File: config.mk
export PLATFORM = sky130hd
export DESIGN_NAME = mem_arbiter
export DESIGN_NICKNAME = d
export VERILOG_FILES = /design/src/rtl/mem_arbiter.sv
export SDC_FILE = /design/constraint.sdc
export NUM_CORES = 1
export LEC_CHECK = 0
export CAP_MARGIN = 10
export CORE_MARGIN = 1.5
export CORE_UTILIZATION = 45
export DETAILED_ROUTE_END_ITERATION = 6
export PLACE_DENSITY = 0.89
export SYNTH_ARGS = -nofsm -noshare
export SYNTH_HDL_FRONTEND = slang
export SYNTH_SLANG_ARGS = --single-unit
File: constraint.sdc
create_clock -name CLK -period 10.8 [get_ports CLK]
set_input_delay 1.08 -clock CLK [delete_from_list [all_inputs] [get_ports CLK]]
set_output_delay 1.08 -clock CLK [all_outputs]
set_load 0.01 [all_outputs]
File: src/rtl/mem_arbiter.sv
// mem_arbiter: grants a single-port RAM to either the instruction fetch path or the
// data path, holds the grant across RAM wait states, and returns one-cycle ihit/dhit pulses.
// Ports: CLK/RST; iREN/iaddr (instruction req); dREN/dWEN/daddr/dstore (data req);
//        ram_ready/ramload (RAM response); ramREN/ramWEN/ramaddr/ramstore (RAM request);
//        iload/dload (registered load data); ihit/dhit (completion pulses).
module mem_arbiter #(
  parameter int IMAX_WAIT = 4
) (
  input  logic        CLK,
  input  logic        RST,
  input  logic        iREN,
  input  logic [31:0] iaddr,
  input  logic        dREN,
  input  logic        dWEN,
  input  logic [31:0] daddr,
  input  logic [31:0] dstore,
  input  logic        ram_ready,
  input  logic [31:0] ramload,
  output logic        ramREN,
  output logic        ramWEN,
  output logic [31:0] ramaddr,
  output logic [31:0] ramstore,
  output logic [31:0] iload,
  output logic [31:0] dload,
  output logic        ihit,
  output logic        dhit
);

  // Counter must hold IMAX_WAIT and is never narrower than 3 bits.
  localparam int CNT_W = ($clog2(IMAX_WAIT + 1) < 3) ? 3 : $clog2(IMAX_WAIT + 1);
  localparam logic [CNT_W-1:0] IMAX = CNT_W'(IMAX_WAIT);

  typedef enum logic [2:0] {IDLE, ISERV, DSERV, IDONE, DDONE} state_t;

  state_t             state_q, state_d;
  logic [CNT_W-1:0]   starve_cnt_q, starve_cnt_d;
  logic               wr_q, wr_d;
  logic [31:0]        ramaddr_q, ramaddr_d;
  logic [31:0]        ramstore_q, ramstore_d;
  logic [31:0]        iload_q, iload_d;
  logic [31:0]        dload_q, dload_d;

  logic d_req;
  logic i_starved;

  always_comb begin
    state_d      = state_q;
    starve_cnt_d = starve_cnt_q;
    wr_d         = wr_q;
    ramaddr_d    = ramaddr_q;
    ramstore_d   = ramstore_q;
    iload_d      = iload_q;
    dload_d      = dload_q;

    d_req     = dREN | dWEN;
    i_starved = iREN && (starve_cnt_q == IMAX);

    case (state_q)
      IDLE: begin
        if (d_req && !i_starved) begin
          state_d    = DSERV;
          wr_d       = dWEN;      // read+write together is treated as a write
          ramaddr_d  = daddr;
          ramstore_d = dstore;
          // i_starved is false here, so an increment cannot pass IMAX.
          starve_cnt_d = iREN ? starve_cnt_q + 1'b1 : '0;
        end else if (iREN) begin
          state_d      = ISERV;
          ramaddr_d    = iaddr;
          starve_cnt_d = '0;
        end else begin
          starve_cnt_d = '0;
        end
      end
      ISERV: begin
        if (ram_ready) begin
          iload_d = ramload;
          state_d = IDONE;
        end else if (!iREN) begin
          state_d = IDLE;         // requester withdrew: abandon without a hit
        end
      end
      DSERV: begin
        if (ram_ready) begin
          if (!wr_q) dload_d = ramload;
          state_d = DDONE;
        end else if (!d_req) begin
          state_d = IDLE;
        end
      end
      // DONE states never grant, so a request still high during the hit
      // cycle is not served a second time.
      IDONE:   state_d = IDLE;
      DDONE:   state_d = IDLE;
      default: state_d = IDLE;
    endcase
  end

  always_ff @(posedge CLK or posedge RST) begin
    if (RST) begin
      state_q      <= IDLE;
      starve_cnt_q <= '0;
      wr_q         <= 1'b0;
      ramaddr_q    <= '0;
      ramstore_q   <= '0;
      iload_q      <= '0;
      dload_q      <= '0;
    end else begin
      state_q      <= state_d;
      starve_cnt_q <= starve_cnt_d;
      wr_q         <= wr_d;
      ramaddr_q    <= ramaddr_d;
      ramstore_q   <= ramstore_d;
      iload_q      <= iload_d;
      dload_q      <= dload_d;
    end
  end

  // Strobes and hits decode registered state only; no request-to-strobe path.
  assign ramREN   = (state_q == ISERV) || ((state_q == DSERV) && !wr_q);
  assign ramWEN   = (state_q == DSERV) && wr_q;
  assign ihit     = (state_q == IDONE);
  assign dhit     = (state_q == DDONE);
  assign ramaddr  = ramaddr_q;
  assign ramstore = ramstore_q;
  assign iload    = iload_q;
  assign dload    = dload_q;

endmodule

### Yosys cells after proc, flatten, opt, wreduce, memory -nomap -nowiden

Index checks and enable logic that the tools add are counted.

| storage, ports and cells | value |
|---|---|
| register bits | 135 |
| input port bits | 134 |
| output and inout bits | 132 |
| word-level logic and storage cells | 43 |

| operators by class | value |
|---|---|
| $add $sub $neg | 1 |
| eq/ne operators | 8 |
| mux-type cells | 11 |
| bitwise gates (word level) | 2 |
| reduce and logical (&&, ||, !) cells | 14 |

Operators by type and width:

| kind | number |
|---|---|
| $mux W32 | 2 |
| $mux W3 | 8 |
| $ne A3 B3 Y1 const B | 3 |
| $pmux W3 S3 | 1 |
| $eq A3 B2 Y1 const B | 2 |
| $eq A3 B3 Y1 const B | 2 |
| $reduce_and A2 Y1 | 3 |
| $reduce_and A3 Y1 | 2 |
| $logic_and A1 B1 Y1 | 4 |
| $add A3 B1 Y3 const B | 1 |
| $eq A3 B1 Y1 const B | 1 |
| $logic_not A3 Y1 | 1 |
| $logic_not A1 Y1 | 2 |
| $reduce_bool A2 Y1 | 1 |
| $logic_or A1 B1 Y1 | 1 |
| $not A1 Y1 | 1 |
| $or A1 B1 Y1 | 1 |

### Logic depth before layout (Yosys ltp)

Gate-level depths: netlist of the first run.

| logic depth | value |
|---|---|
| word-level depth | 6 |
| mapped depth | 7 |
| gate-level depth less buffers | 5 |

### Worst setup path before layout of the first run

OpenSTA, ideal clock, no wires.

| timing path | value |
|---|---|
| path type | input port to flip-flop |
| start | in dWEN |
| end | reg ramstore_q[10] (netlist: ramstore[10]) |
| setup time | 0.125 ns |
| arrival time | 2.112 ns |
| setup slack | 8.563 ns |
| cell stages on the path | 5 |
| cells stage by stage | or2_2 -> buf_2 -> nand3_4 -> buf_6 -> mux2_2 |

| on the way | value |
|---|---|
| longest elaborated chain between the ends | 3 |

Ends and longest elaborated chain:

| element | RTL line | RTL |
|---|---|---|
| from (decl) | 14 | `input logic dWEN,` |
| $or A1 B1 Y1 | 55 | `d_req = dREN \| dWEN;` |
| $logic_and A1 B1 Y1 | 60 | `if (d_req && !i_starved) begin` |
| $reduce_and A2 Y1 (no line) | -- |  |
| to (signal assigned) | 113 | `ramstore_q <= ramstore_d;` |
| to (decl) | 39 | `logic [31:0] ramstore_q, ramstore_d;` |

Every way passes these cells.
A chain may end at the register's enable or synchronous reset.

### Worst setup path in the final report of the first run

| timing path | value |
|---|---|
| start | in dWEN |
| end | reg ramstore_q[6] (netlist: ramstore[6]) |

The elaborated chain is that of the path after synthesis.

==> flow_results.xml, run 1 <==
<?xml version="1.0" encoding="UTF-8"?>
<metrics>
  <group name="status">
    <metric name="run_status" unit="">complete, no violations</metric>
  </group>
  <group name="clock_network">
    <metric name="clock_latency" unit="ns">0.41</metric>
    <metric name="cts_max_path_buffers" unit="">2</metric>
    <metric name="post_cts_setup_driven_buffer_insertion_count" unit="">0</metric>
    <metric name="cts.sinks" unit="">135</metric>
    <metric name="clk_root_buffer_cell" unit="">sky130_fd_sc_hd__clkbuf_16</metric>
    <metric name="post_cts_hold_buffer_count" unit="">0</metric>
    <metric name="cts_tree" unit="">done</metric>
    <metric name="cts-buffers-inserted" unit="">17</metric>
    <metric name="post_cts.resized_instances" unit="">0</metric>
    <metric name="path_clk_slew" unit="ns">0.06</metric>
    <metric name="htree_levels" unit="">4</metric>
  </group>
  <group name="pwr">
    <metric name="post-layout-total-power" unit="mW">2.72</metric>
    <metric name="powerDensity" unit="nW/um^2">302</metric>
    <metric name="peak_supply_drop" unit="mV">0.215</metric>
    <metric name="static-leakage-power" unit="nW">3.61</metric>
  </group>
  <group name="timing">
    <metric name="final.setup.worst_slack" unit="ns">7.62</metric>
    <metric name="minimum_period_implied_by_the_final_worst_setup_slack" unit="ns">3.18</metric>
    <metric name="slew_of_the_pin_with_the_lowest_slew_margin" unit="ns">1.17</metric>
    <metric name="max_slew_margin" unit="">0.220</metric>
    <metric name="fmax" unit="MHz">315</metric>
    <metric name="worst_clock_skew" unit="ns">0.00761</metric>
    <metric name="setup-violations-final" unit="">0</metric>
    <metric name="period_share" unit="">0.294</metric>
    <metric name="final.setup.tns" unit="ns">0</metric>
    <metric name="grt_setup_unrepaired" unit="">false</metric>
    <metric name="report.final.hold_viol_count" unit="">0</metric>
    <metric name="total_count_of_max_transition_violations_in_the_final_report" unit="">0</metric>
  </group>
  <group name="routing">
    <metric name="postRouteWirelength" unit="um">16200</metric>
    <metric name="highest_layer" unit="">met4</metric>
    <metric name="drt.antenna.violating_nets" unit="">0</metric>
    <metric name="drt_iter0_markers" unit="">198</metric>
    <metric name="detail_route.first_pass.iterations" unit="">4</metric>
    <metric name="met2_wirelength" unit="um">8020</metric>
    <metric name="detail_route.wl_per_cell" unit="um">19.1</metric>
    <metric name="met1Wirelength" unit="um">5960</metric>
    <metric name="remaining_drc_errors" unit="">0</metric>
    <metric name="wl_met3" unit="um">1760</metric>
    <metric name="routed-via-count" unit="">4571</metric>
    <metric name="route.detailed.vias_per_inst" unit="">5.40</metric>
  </group>
  <group name="worst_setup_path">
    <metric name="ff2ff_setup_slack" unit="ns">8.59</metric>
    <metric name="startpoint_type" unit="">primary input</metric>
    <metric name="critical_path_cell_count" unit="">4</metric>
    <metric name="path_class" unit="">in -&gt; reg</metric>
    <metric name="arrival_time_worst_endpoint" unit="ns">3.47</metric>
    <metric name="worstReg2RegEnd" unit="">iload[6]</metric>
    <metric name="critPathCaptureType" unit="">register</metric>
    <metric name="cp_top_family" unit="">simple AND/OR/NAND/NOR gates</metric>
    <metric name="worst-path-max-fanout" unit="">36</metric>
    <metric name="r2r_cells" unit="">3</metric>
    <metric name="cp-startpoint" unit="">dWEN</metric>
    <metric name="worstPathCellList" unit="">clkdlybuf4s50_1, or2_2, nand3_4, mux2_1</metric>
    <metric name="critPathRequiredTime" unit="ns">11.09</metric>
    <metric name="crit_path_top_delay_cell" unit="">sky130_fd_sc_hd__or2_2</metric>
    <metric name="regToRegStartpoint" unit="">state_q[2]</metric>
    <metric name="endpoint" unit="">ramstore[6]</metric>
    <metric name="timing.critical_path.slowest_cell_delay" unit="ns">0.67</metric>
    <metric name="critPathBufInv" unit="">1</metric>
  </group>
  <group name="placed_design">
    <metric name="dp_worst_setup_slack" unit="ns">7.21</metric>
    <metric name="placed_cell_area" unit="sq um">8460</metric>
    <metric name="dpl.hpwl" unit="um">11400</metric>
    <metric name="place.port_buffers" unit="">265</metric>
    <metric name="globalplace.congestion" unit="">0.756</metric>
    <metric name="place.detailed.instances" unit="">815</metric>
  </group>
  <group name="grt">
    <metric name="grt_pass1_wl" unit="um">24300</metric>
    <metric name="grt.total_usage" unit="">0.237</metric>
    <metric name="grt_antenna_before_repair" unit="">0</metric>
    <metric name="vias_in_the_first_global_route" unit="">4767</metric>
    <metric name="globalRouteOverflowTotal" unit="">0</metric>
    <metric name="grt_start_max_net_pins" unit="">73</metric>
  </group>
  <group name="yosys">
    <metric name="yosysSeqAreaShare" unit="">0.584</metric>
    <metric name="synthFlopType" unit="">sky130_fd_sc_hd__dfrtp_1</metric>
    <metric name="synth.net_count" unit="">543</metric>
    <metric name="post_synth_instance_area" unit="sq um">5780</metric>
    <metric name="yosysUniqueCellTypes" unit="">36</metric>
    <metric name="synth_edf_count" unit="">0</metric>
    <metric name="synth.yosys.warnings" unit="">0</metric>
    <metric name="synth_seq_cells" unit="">135</metric>
    <metric name="syn_inst_count" unit="">407</metric>
    <metric name="async_flop_share" unit="">1.00</metric>
    <metric name="synth.avg_cell_area" unit="sq um">14.2</metric>
  </group>
  <group name="layout">
    <metric name="fin_cells" unit="">847</metric>
    <metric name="mostFrequentLayoutCells" unit="">sky130_fd_sc_hd__clkdlybuf4s50_1, sky130_fd_sc_hd__dfrtp_1, sky130_fd_sc_hd__mux2_2, sky130_fd_sc_hd__o21ai_0, sky130_fd_sc_hd__a311oi_1</metric>
    <metric name="layout.cell_area.non_filler" unit="sq um">9000</metric>
    <metric name="post_route_cells_drive_above_1_share" unit="">0.204</metric>
    <metric name="antenna_cells" unit="">0</metric>
    <metric name="layout_commonest_cell" unit="">sky130_fd_sc_hd__clkdlybuf4s50_1</metric>
    <metric name="area_added_between_synthesis_and_finish" unit="%">55.6</metric>
    <metric name="fin_nets" unit="">798</metric>
  </group>
  <group name="floorplanning">
    <metric name="core_footprint" unit="sq um">12600</metric>
    <metric name="vertical_die_dimension" unit="um">116</metric>
    <metric name="floorplan.rows" unit="">41</metric>
    <metric name="pin_count" unit="">266</metric>
    <metric name="die_x" unit="um">116</metric>
    <metric name="fp.dieArea" unit="sq um">13500</metric>
    <metric name="initial_core_util" unit="">0.460</metric>
  </group>
  <group name="flow_run">
    <metric name="timing.max_cap.violations" unit="">0</metric>
  </group>
  <group name="worst_hold_path">
    <metric name="hold_crit_class" unit="">reg -&gt; reg</metric>
  </group>
</metrics>
[kinds of logic (layout without fill, tap and decap cells)]
logic type,Yosys count,in the layout,synth area share
flip-flops,135,135,0.584
AO/OA/AOI/OAI,106,106,0.141
multiplexers,97,97,0.189
buffers and inverters,37,305,0.0424
AND/OR/NAND/NOR,30,30,0.0394
adder cells (fa/ha/maj),2,2,0.00433
[synthesized netlist by cell type (3+ instances only)]
cell	n	share of area
sky130_fd_sc_hd__buf_2	6	0.0052
sky130_fd_sc_hd__a2bb2oi_1	28	0.042
sky130_fd_sc_hd__a2bb2oi_2	4	0.010
sky130_fd_sc_hd__mux2_2	90	0.18
sky130_fd_sc_hd__buf_6	12	0.023
sky130_fd_sc_hd__a311oi_1	32	0.048
sky130_fd_sc_hd__nand2_1	3	0.0019
sky130_fd_sc_hd__clkbuf_1	13	0.0084
sky130_fd_sc_hd__dfrtp_1	135	0.58
sky130_fd_sc_hd__nor2_1	6	0.0039
sky130_fd_sc_hd__nand2b_1	4	0.0043
sky130_fd_sc_hd__nor3b_1	3	0.0039
sky130_fd_sc_hd__mux2_1	7	0.014
sky130_fd_sc_hd__inv_1	3	0.0019
sky130_fd_sc_hd__nor3_4	3	0.0084
sky130_fd_sc_hd__o21ai_0	35	0.030
[layout make-up]
class	instances	area [sq um]
Sequential cell	135	3380
Inverter	3	13.8
Clock buffer	24	492
Tap cell	172	215
Multi-Input combinational cell	235	2160
Fill cell	865	3570
Timing Repair Buffer	270	2690
Clock inverter	8	47.5
[stage by stage]
step | utilization | hold slack, ns
after floorplan | - | 0.485
after global placement | 0.673 | 0.467
after detailed placement | 0.673 | 0.486
after CTS | 0.716 | 0.499
after global routing | 0.716 | 0.510
final | 0.716 | 0.499
[state kept, by name (all words and copies together), names as in the netlist]
signal / cells
iload: 32
starve_cnt_q: 3
ramstore: 32
state_q: 3
wr_q: 1
dload: 32
ramaddr: 32
[per-layer routing]
metal / GRT usage / up-vias
met2: 0.398 / 243
met5: 0 / -
met3: 0.100 / 33
met4: 0.111 / 0
li1: - / 2049
met1: 0.262 / 2246
[report_power, final]
group | internal, mW | switching (mW)
clock network | 0.315 | 0.205
logic | 0.775 | 0.507
registers | 0.764 | 0.151
total | 1.85 | 0.863
[how the worst min path moves through the flow]
stage / start / end / slack, ns / cells after the start
after global routing: iload[26] / iload[26] / 0.51 / 1
after floorplan: starve_cnt_q[0] / starve_cnt_q[0] / 0.48 / 1
after CTS: ramstore[7] / ramstore[7] / 0.50 / 1
after detailed placement: ramstore[7] / ramstore[7] / 0.49 / 1
after global placement: dload[15] / dload[15] / 0.47 / 1
final: ramstore[7] / ramstore[7] / 0.50 / 1
Power figures use the tool's default switching activity.
==> inputs of run 2 (changes only) <==
- CORE_UTILIZATION: 45 -> 42
- PLACE_DENSITY: 0.89 -> 0.84
- clock period: 10.8 -> 3.17 ns (I/O delays scaled with it)
==> flow_results.xml, run 2 (same netlist as run 1, synthesis figures left out) <==
<?xml version="1.0" encoding="UTF-8"?>
<metrics>
  <group name="clock_network">
    <metric name="post_cts_hold_buffer_count" unit="">0</metric>
    <metric name="path_clk_slew" unit="ns">0.06</metric>
    <metric name="clk_root_buffer_cell" unit="">sky130_fd_sc_hd__clkbuf_16</metric>
    <metric name="htree_levels" unit="">4</metric>
    <metric name="post_cts.resized_instances" unit="">0</metric>
    <metric name="post_cts_setup_driven_buffer_insertion_count" unit="">0</metric>
    <metric name="cts.sinks" unit="">135</metric>
    <metric name="cts-buffers-inserted" unit="">17</metric>
    <metric name="cts_max_path_buffers" unit="">2</metric>
    <metric name="clock_latency" unit="ns">0.41</metric>
    <metric name="cts_tree" unit="">done</metric>
  </group>
  <group name="worst_setup_path">
    <metric name="startpoint_type" unit="">register</metric>
    <metric name="regToRegStartpoint" unit="">state_q[0]</metric>
    <metric name="cp-startpoint" unit="">state_q[0]</metric>
    <metric name="endpoint" unit="">ramREN</metric>
    <metric name="worst-path-max-fanout" unit="">8</metric>
    <metric name="critPathRequiredTime" unit="ns">2.85</metric>
    <metric name="r2r_cells" unit="">4</metric>
    <metric name="path_class" unit="">reg -&gt; out</metric>
    <metric name="worstReg2RegEnd" unit="">ramaddr[13]</metric>
    <metric name="ff2ff_setup_slack" unit="ns">1.19</metric>
    <metric name="critPathCaptureType" unit="">output port</metric>
    <metric name="arrival_time_worst_endpoint" unit="ns">2.02</metric>
  </group>
  <group name="placed_design">
    <metric name="place.port_buffers" unit="">265</metric>
    <metric name="globalplace.congestion" unit="">0.916</metric>
    <metric name="dpl.hpwl" unit="um">11900</metric>
  </group>
  <group name="timing">
    <metric name="max_slew_margin" unit="">0.417</metric>
    <metric name="fmax" unit="MHz">427</metric>
    <metric name="worst_clock_skew" unit="ns">0.00422</metric>
    <metric name="total_count_of_max_transition_violations_in_the_final_report" unit="">0</metric>
    <metric name="period_share" unit="">0.738</metric>
    <metric name="report.final.hold_viol_count" unit="">0</metric>
    <metric name="setup-violations-final" unit="">0</metric>
    <metric name="final.setup.tns" unit="ns">0</metric>
    <metric name="slew_of_the_pin_with_the_lowest_slew_margin" unit="ns">0.873</metric>
    <metric name="minimum_period_implied_by_the_final_worst_setup_slack" unit="ns">2.34</metric>
    <metric name="grt_setup_unrepaired" unit="">false</metric>
  </group>
  <group name="grt">
    <metric name="grt_pass1_wl" unit="um">26200</metric>
    <metric name="grt.total_usage" unit="">0.235</metric>
    <metric name="vias_in_the_first_global_route" unit="">5023</metric>
    <metric name="grt_util_met3" unit="">0.0821</metric>
    <metric name="globalRouteOverflowTotal" unit="">0</metric>
    <metric name="grt_busiest_layer" unit="">met2</metric>
    <metric name="grt.met2_usage" unit="">0.415</metric>
    <metric name="grt_antenna_before_repair" unit="">0</metric>
    <metric name="grtUsageMet1" unit="">0.260</metric>
    <metric name="grt_start_max_net_pins" unit="">56</metric>
  </group>
  <group name="status">
    <metric name="run_status" unit="">complete, no violations</metric>
  </group>
  <group name="routing">
    <metric name="postRouteWirelength" unit="um">16900</metric>
    <metric name="routed-via-count" unit="">4638</metric>
    <metric name="detail_route.first_pass.iterations" unit="">5</metric>
    <metric name="detail_route.wl_per_cell" unit="um">19.7</metric>
    <metric name="route.detailed.vias_per_inst" unit="">5.41</metric>
    <metric name="drt_iter0_markers" unit="">274</metric>
    <metric name="remaining_drc_errors" unit="">0</metric>
    <metric name="drt.antenna.violating_nets" unit="">0</metric>
  </group>
  <group name="floorplanning">
    <metric name="initial_core_util" unit="">0.433</metric>
    <metric name="fp.dieArea" unit="sq um">14500</metric>
    <metric name="die_x" unit="um">120</metric>
    <metric name="pin_count" unit="">266</metric>
    <metric name="vertical_die_dimension" unit="um">120</metric>
    <metric name="core_footprint" unit="sq um">13300</metric>
    <metric name="floorplan.rows" unit="">42</metric>
  </group>
  <group name="layout">
    <metric name="antenna_cells" unit="">0</metric>
    <metric name="fin_nets" unit="">804</metric>
    <metric name="layout_commonest_cell" unit="">sky130_fd_sc_hd__clkdlybuf4s50_1</metric>
    <metric name="filler_cell_count" unit="">944</metric>
    <metric name="post_route_cells_drive_above_1_share" unit="">0.214</metric>
    <metric name="mostFrequentLayoutCells" unit="">sky130_fd_sc_hd__clkdlybuf4s50_1, sky130_fd_sc_hd__dfrtp_1, sky130_fd_sc_hd__mux2_2, sky130_fd_sc_hd__o21ai_0, sky130_fd_sc_hd__a311oi_1</metric>
    <metric name="area_added_between_synthesis_and_finish" unit="%">58.1</metric>
    <metric name="final_util" unit="">0.685</metric>
  </group>
  <group name="pwr">
    <metric name="static-leakage-power" unit="nW">3.69</metric>
    <metric name="powerDensity" unit="nW/um^2">1050</metric>
    <metric name="peak_supply_drop" unit="mV">0.564</metric>
  </group>
  <group name="flow_run">
    <metric name="timing.max_cap.violations" unit="">0</metric>
  </group>
  <group name="worst_hold_path">
    <metric name="hold_crit_class" unit="">in -&gt; async</metric>
  </group>
</metrics>
[run 2: cell types whose count changed in the layout (fill, tap and decap cells not counted)]
cell	change
sky130_fd_sc_hd__inv_4	-1
sky130_fd_sc_hd__nor2_1	+1
sky130_fd_sc_hd__clkinv_4	+4
sky130_fd_sc_hd__clkinvlp_4	-1
sky130_fd_sc_hd__clkinv_2	-2
sky130_fd_sc_hd__buf_12	+2
sky130_fd_sc_hd__nor2_2	-1
sky130_fd_sc_hd__buf_4	+4
sky130_fd_sc_hd__clkbuf_8	-3
sky130_fd_sc_hd__clkbuf_1	-3
sky130_fd_sc_hd__inv_6	+3
sky130_fd_sc_hd__bufinv_16	+3
[run 2: per-stage QoR]
step	hold slack [ns]	worst slack, ns	total power [mW]	instances	instance area (sq um)
3_5_place_dp	0.480	0.930	7.56	825	8530
3_3_place_gp	0.471	1.06	7.37	825	8530
5_1_grt	0.466	0.727	10.0	857	9150
4_1_cts	0.447	0.809	9.65	857	9150
6_report	0.429	0.830	9.57	857	9150
2_1_floorplan	0.449	1.17	5.34	407	5790
[run 2: how the worst min path moves through the flow]
stage,depth (start not counted),slack [ns],to
2_1_floorplan,1,0.45,ramstore[0]
3_5_place_dp,1,0.48,iload[17]
4_1_cts,2,0.45,dload[26]
3_3_place_gp,1,0.47,iload[17]
6_report,2,0.43,ramstore[16]
5_1_grt,3,0.47,ramaddr[5]
[run 2: area by class of cell]
class                   count  area (sq um)  area share
flip-flops and latches    135          3380       0.369
repair buffers            276          2760       0.302
multi-input cells         235          2160       0.236
clock buffers              18           439      0.0480
well taps                 176           220      0.0241
clock inverters            14           174      0.0190
inverters                   3          15.0     0.00164
[run 2: per-layer routing]
metal  vias up  share of wire
li1       2067              -
met1      2295           0.37
met2       246           0.51
met3        30           0.10
met4         0          0.020
met5         -              0
[run 2: where the power goes]
group | leakage, nW | internal [mW] | total (mW) | switching (mW)
registers | 1.60 | 2.60 | 3.14 | 0.542
logic | 1.79 | 2.65 | 4.40 | 1.75
clock network | 0.301 | 1.27 | 2.03 | 0.765
total | 3.69 | 6.51 | 9.57 | 3.06
[run 2: critical path, stage by stage (launching register included)]
cell and delay [ns]:
sky130_fd_sc_hd__dfrtp_1 0.48, sky130_fd_sc_hd__nand2b_2 0.28, sky130_fd_sc_hd__o21a_1 0.19, sky130_fd_sc_hd__nor2_1 0.09, sky130_fd_sc_hd__clkdlybuf4s50_1 0.58
==> inputs of run 3 (changes only) <==
- CORE_UTILIZATION: 42 -> 38
- PLACE_DENSITY: 0.84 -> 0.81
- clock period: 3.17 -> 2 ns (I/O delays scaled with it)
==> flow_results.xml, run 3 (same netlist as run 1, synthesis figures left out) <==
<?xml version="1.0" encoding="UTF-8"?>
<metrics>
  <group name="clock_network">
    <metric name="cts-buffers-inserted" unit="">17</metric>
    <metric name="clk_root_buffer_cell" unit="">sky130_fd_sc_hd__clkbuf_16</metric>
    <metric name="cts.sinks" unit="">135</metric>
    <metric name="htree_levels" unit="">4</metric>
    <metric name="cts_max_path_buffers" unit="">2</metric>
    <metric name="cts_tree" unit="">done</metric>
    <metric name="post_cts_hold_buffer_count" unit="">0</metric>
    <metric name="path_clk_slew" unit="ns">0.06</metric>
    <metric name="clock_latency" unit="ns">0.41</metric>
  </group>
  <group name="routing">
    <metric name="postRouteWirelength" unit="um">16800</metric>
    <metric name="drt_iter0_markers" unit="">201</metric>
    <metric name="drt.antenna.violating_nets" unit="">0</metric>
    <metric name="detail_route.wl_per_cell" unit="um">19.2</metric>
    <metric name="remaining_drc_errors" unit="">0</metric>
    <metric name="detail_route.first_pass.iterations" unit="">5</metric>
    <metric name="route.detailed.vias_per_inst" unit="">5.29</metric>
    <metric name="routed-via-count" unit="">4621</metric>
  </group>
  <group name="placed_design">
    <metric name="place.detailed.instances" unit="">842</metric>
    <metric name="place.port_buffers" unit="">265</metric>
    <metric name="globalplace.congestion" unit="">0.836</metric>
    <metric name="dpl.hpwl" unit="um">12000</metric>
  </group>
  <group name="layout">
    <metric name="mostFrequentLayoutCells" unit="">sky130_fd_sc_hd__clkdlybuf4s50_1, sky130_fd_sc_hd__dfrtp_1, sky130_fd_sc_hd__mux2_2, sky130_fd_sc_hd__o21ai_0, sky130_fd_sc_hd__a311oi_1</metric>
    <metric name="fin_cells" unit="">873</metric>
    <metric name="ff_latch_area" unit="sq um">3380</metric>
    <metric name="fin_nets" unit="">813</metric>
    <metric name="post_route_cells_drive_above_1_share" unit="">0.225</metric>
    <metric name="layout_commonest_cell" unit="">sky130_fd_sc_hd__clkdlybuf4s50_1</metric>
    <metric name="filler_cell_count" unit="">1092</metric>
    <metric name="antenna_cells" unit="">0</metric>
    <metric name="multi_input_area" unit="sq um">2160</metric>
    <metric name="area_added_between_synthesis_and_finish" unit="%">61.6</metric>
  </group>
  <group name="grt">
    <metric name="vias_in_the_first_global_route" unit="">5047</metric>
    <metric name="grt_start_max_net_pins" unit="">71</metric>
    <metric name="globalRouteOverflowTotal" unit="">0</metric>
    <metric name="grt_pass1_wl" unit="um">26700</metric>
    <metric name="grt_antenna_before_repair" unit="">0</metric>
    <metric name="grt.total_usage" unit="">0.215</metric>
  </group>
  <group name="worst_setup_path">
    <metric name="path_class" unit="">reg -&gt; out</metric>
    <metric name="ff2ff_setup_slack" unit="ns">0.19</metric>
    <metric name="critPathCaptureType" unit="">output port</metric>
    <metric name="worst-path-max-fanout" unit="">5</metric>
    <metric name="critPathRequiredTime" unit="ns">1.80</metric>
    <metric name="startpoint_type" unit="">register</metric>
    <metric name="arrival_time_worst_endpoint" unit="ns">1.67</metric>
  </group>
  <group name="timing">
    <metric name="setup-violations-final" unit="">0</metric>
    <metric name="timing.hold.ws" unit="ns">0.273</metric>
    <metric name="final.setup.tns" unit="ns">0</metric>
    <metric name="total_count_of_max_transition_violations_in_the_final_report" unit="">0</metric>
    <metric name="max_slew_margin" unit="">0.645</metric>
    <metric name="minimum_period_implied_by_the_final_worst_setup_slack" unit="ns">1.87</metric>
    <metric name="fmax" unit="MHz">535</metric>
    <metric name="period_share" unit="">0.935</metric>
    <metric name="grt_setup_unrepaired" unit="">false</metric>
    <metric name="slew_of_the_pin_with_the_lowest_slew_margin" unit="ns">0.533</metric>
    <metric name="report.final.hold_viol_count" unit="">0</metric>
    <metric name="worst_clock_skew" unit="ns">0.00552</metric>
  </group>
  <group name="pwr">
    <metric name="static-leakage-power" unit="nW">3.79</metric>
    <metric name="peak_supply_drop" unit="mV">0.965</metric>
    <metric name="powerDensity" unit="nW/um^2">1650</metric>
  </group>
  <group name="floorplanning">
    <metric name="die_x" unit="um">126</metric>
    <metric name="floorplan.rows" unit="">44</metric>
    <metric name="vertical_die_dimension" unit="um">126</metric>
    <metric name="pin_count" unit="">266</metric>
    <metric name="initial_core_util" unit="">0.394</metric>
    <metric name="core_footprint" unit="sq um">14700</metric>
    <metric name="fp.dieArea" unit="sq um">16000</metric>
  </group>
  <group name="worst_hold_path">
    <metric name="hold_crit_class" unit="">in -&gt; async</metric>
  </group>
  <group name="status">
    <metric name="run_status" unit="">complete, no violations</metric>
  </group>
  <group name="flow_run">
    <metric name="timing.max_cap.violations" unit="">0</metric>
  </group>
</metrics>
==> run 3: cell types whose count changed in the layout (fill, tap and decap cells not counted), moves of 2 or more <==
cell,before,now
sky130_fd_sc_hd__inv_6,3,0
sky130_fd_sc_hd__clkbuf_1,0,2
sky130_fd_sc_hd__dlygate4sd2_1,0,2
sky130_fd_sc_hd__clkbuf_8,1,4
sky130_fd_sc_hd__clkdlybuf4s50_1,265,262
sky130_fd_sc_hd__buf_12,2,10
sky130_fd_sc_hd__clkinv_4,4,1
sky130_fd_sc_hd__dfrtp_1,135,133
sky130_fd_sc_hd__dfrtp_2,0,2
==> run 3: path summary, 6_finish.rpt <==
check                               endpoint         from  cells after the start
worst max-delay path                    ihit   state_q[0]                      3
worst min-delay path            ramstore[28]          RST                      3
worst max register to register    ramaddr[2]   state_q[1]                      4
worst min register to register   ramstore[6]  ramstore[6]                      1
max in group asynchronous         state_q[2]          RST                      3
min in group CLK                  ramaddr[3]     iaddr[3]                      3
==> run 3: layout make-up <==
type,count,share of cell area
clock inverters,8,0.0154
clock buffers,23,0.0522
repair buffers,285,0.313
flip-flops and latches,135,0.362
multi-input cells,235,0.231
well taps,184,0.0246
inverters,3,0.00161
==> run 3: through the flow <==
stage          area (sq um)  utilization  total power, mW  worst slack [ns]
6_report               9350        0.636             15.4             0.131
5_1_grt                9350        0.636             16.3            0.0689
4_1_cts                9350        0.636             15.6            0.0228
3_5_place_dp           8710        0.593             12.2            0.0887
3_3_place_gp           8710        0.593             11.9             0.171
2_1_floorplan          5790            -             8.47             0.121
==> run 3: where the power goes <==
| group | switching [mW] | leakage [nW] | internal [mW] |
|---|---|---|---|
| sequential | 0.804 | 1.59 | 4.13 |
| combinational | 2.81 | 1.89 | 4.34 |
| clock | 1.10 | 0.313 | 2.21 |
| total | 4.72 | 3.79 | 10.7 |
==> run 3: what timing repair did <==
item,4_1_cts,5_1_grt
endpoints found under the setup margin,2,1
resized for setup,3,2
buffers inserted,0,0
==> run 3: worst max-delay path, cell delays in order (launching register included) <==
cell                              delay, ns
sky130_fd_sc_hd__dfrtp_1               0.38
sky130_fd_sc_hd__buf_4                 0.16
sky130_fd_sc_hd__and3b_1               0.17
sky130_fd_sc_hd__clkdlybuf4s50_1       0.55
==> run 3: layer usage <==
layer | share of wire | up-vias | global-route usage
li1 | - | 2083 | -
met1 | 0.39 | 2260 | 0.246
met2 | 0.48 | 249 | 0.362
met3 | 0.11 | 29 | 0.0860
met4 | 0.022 | 0 | 0.0872
met5 | 0 | - | 0
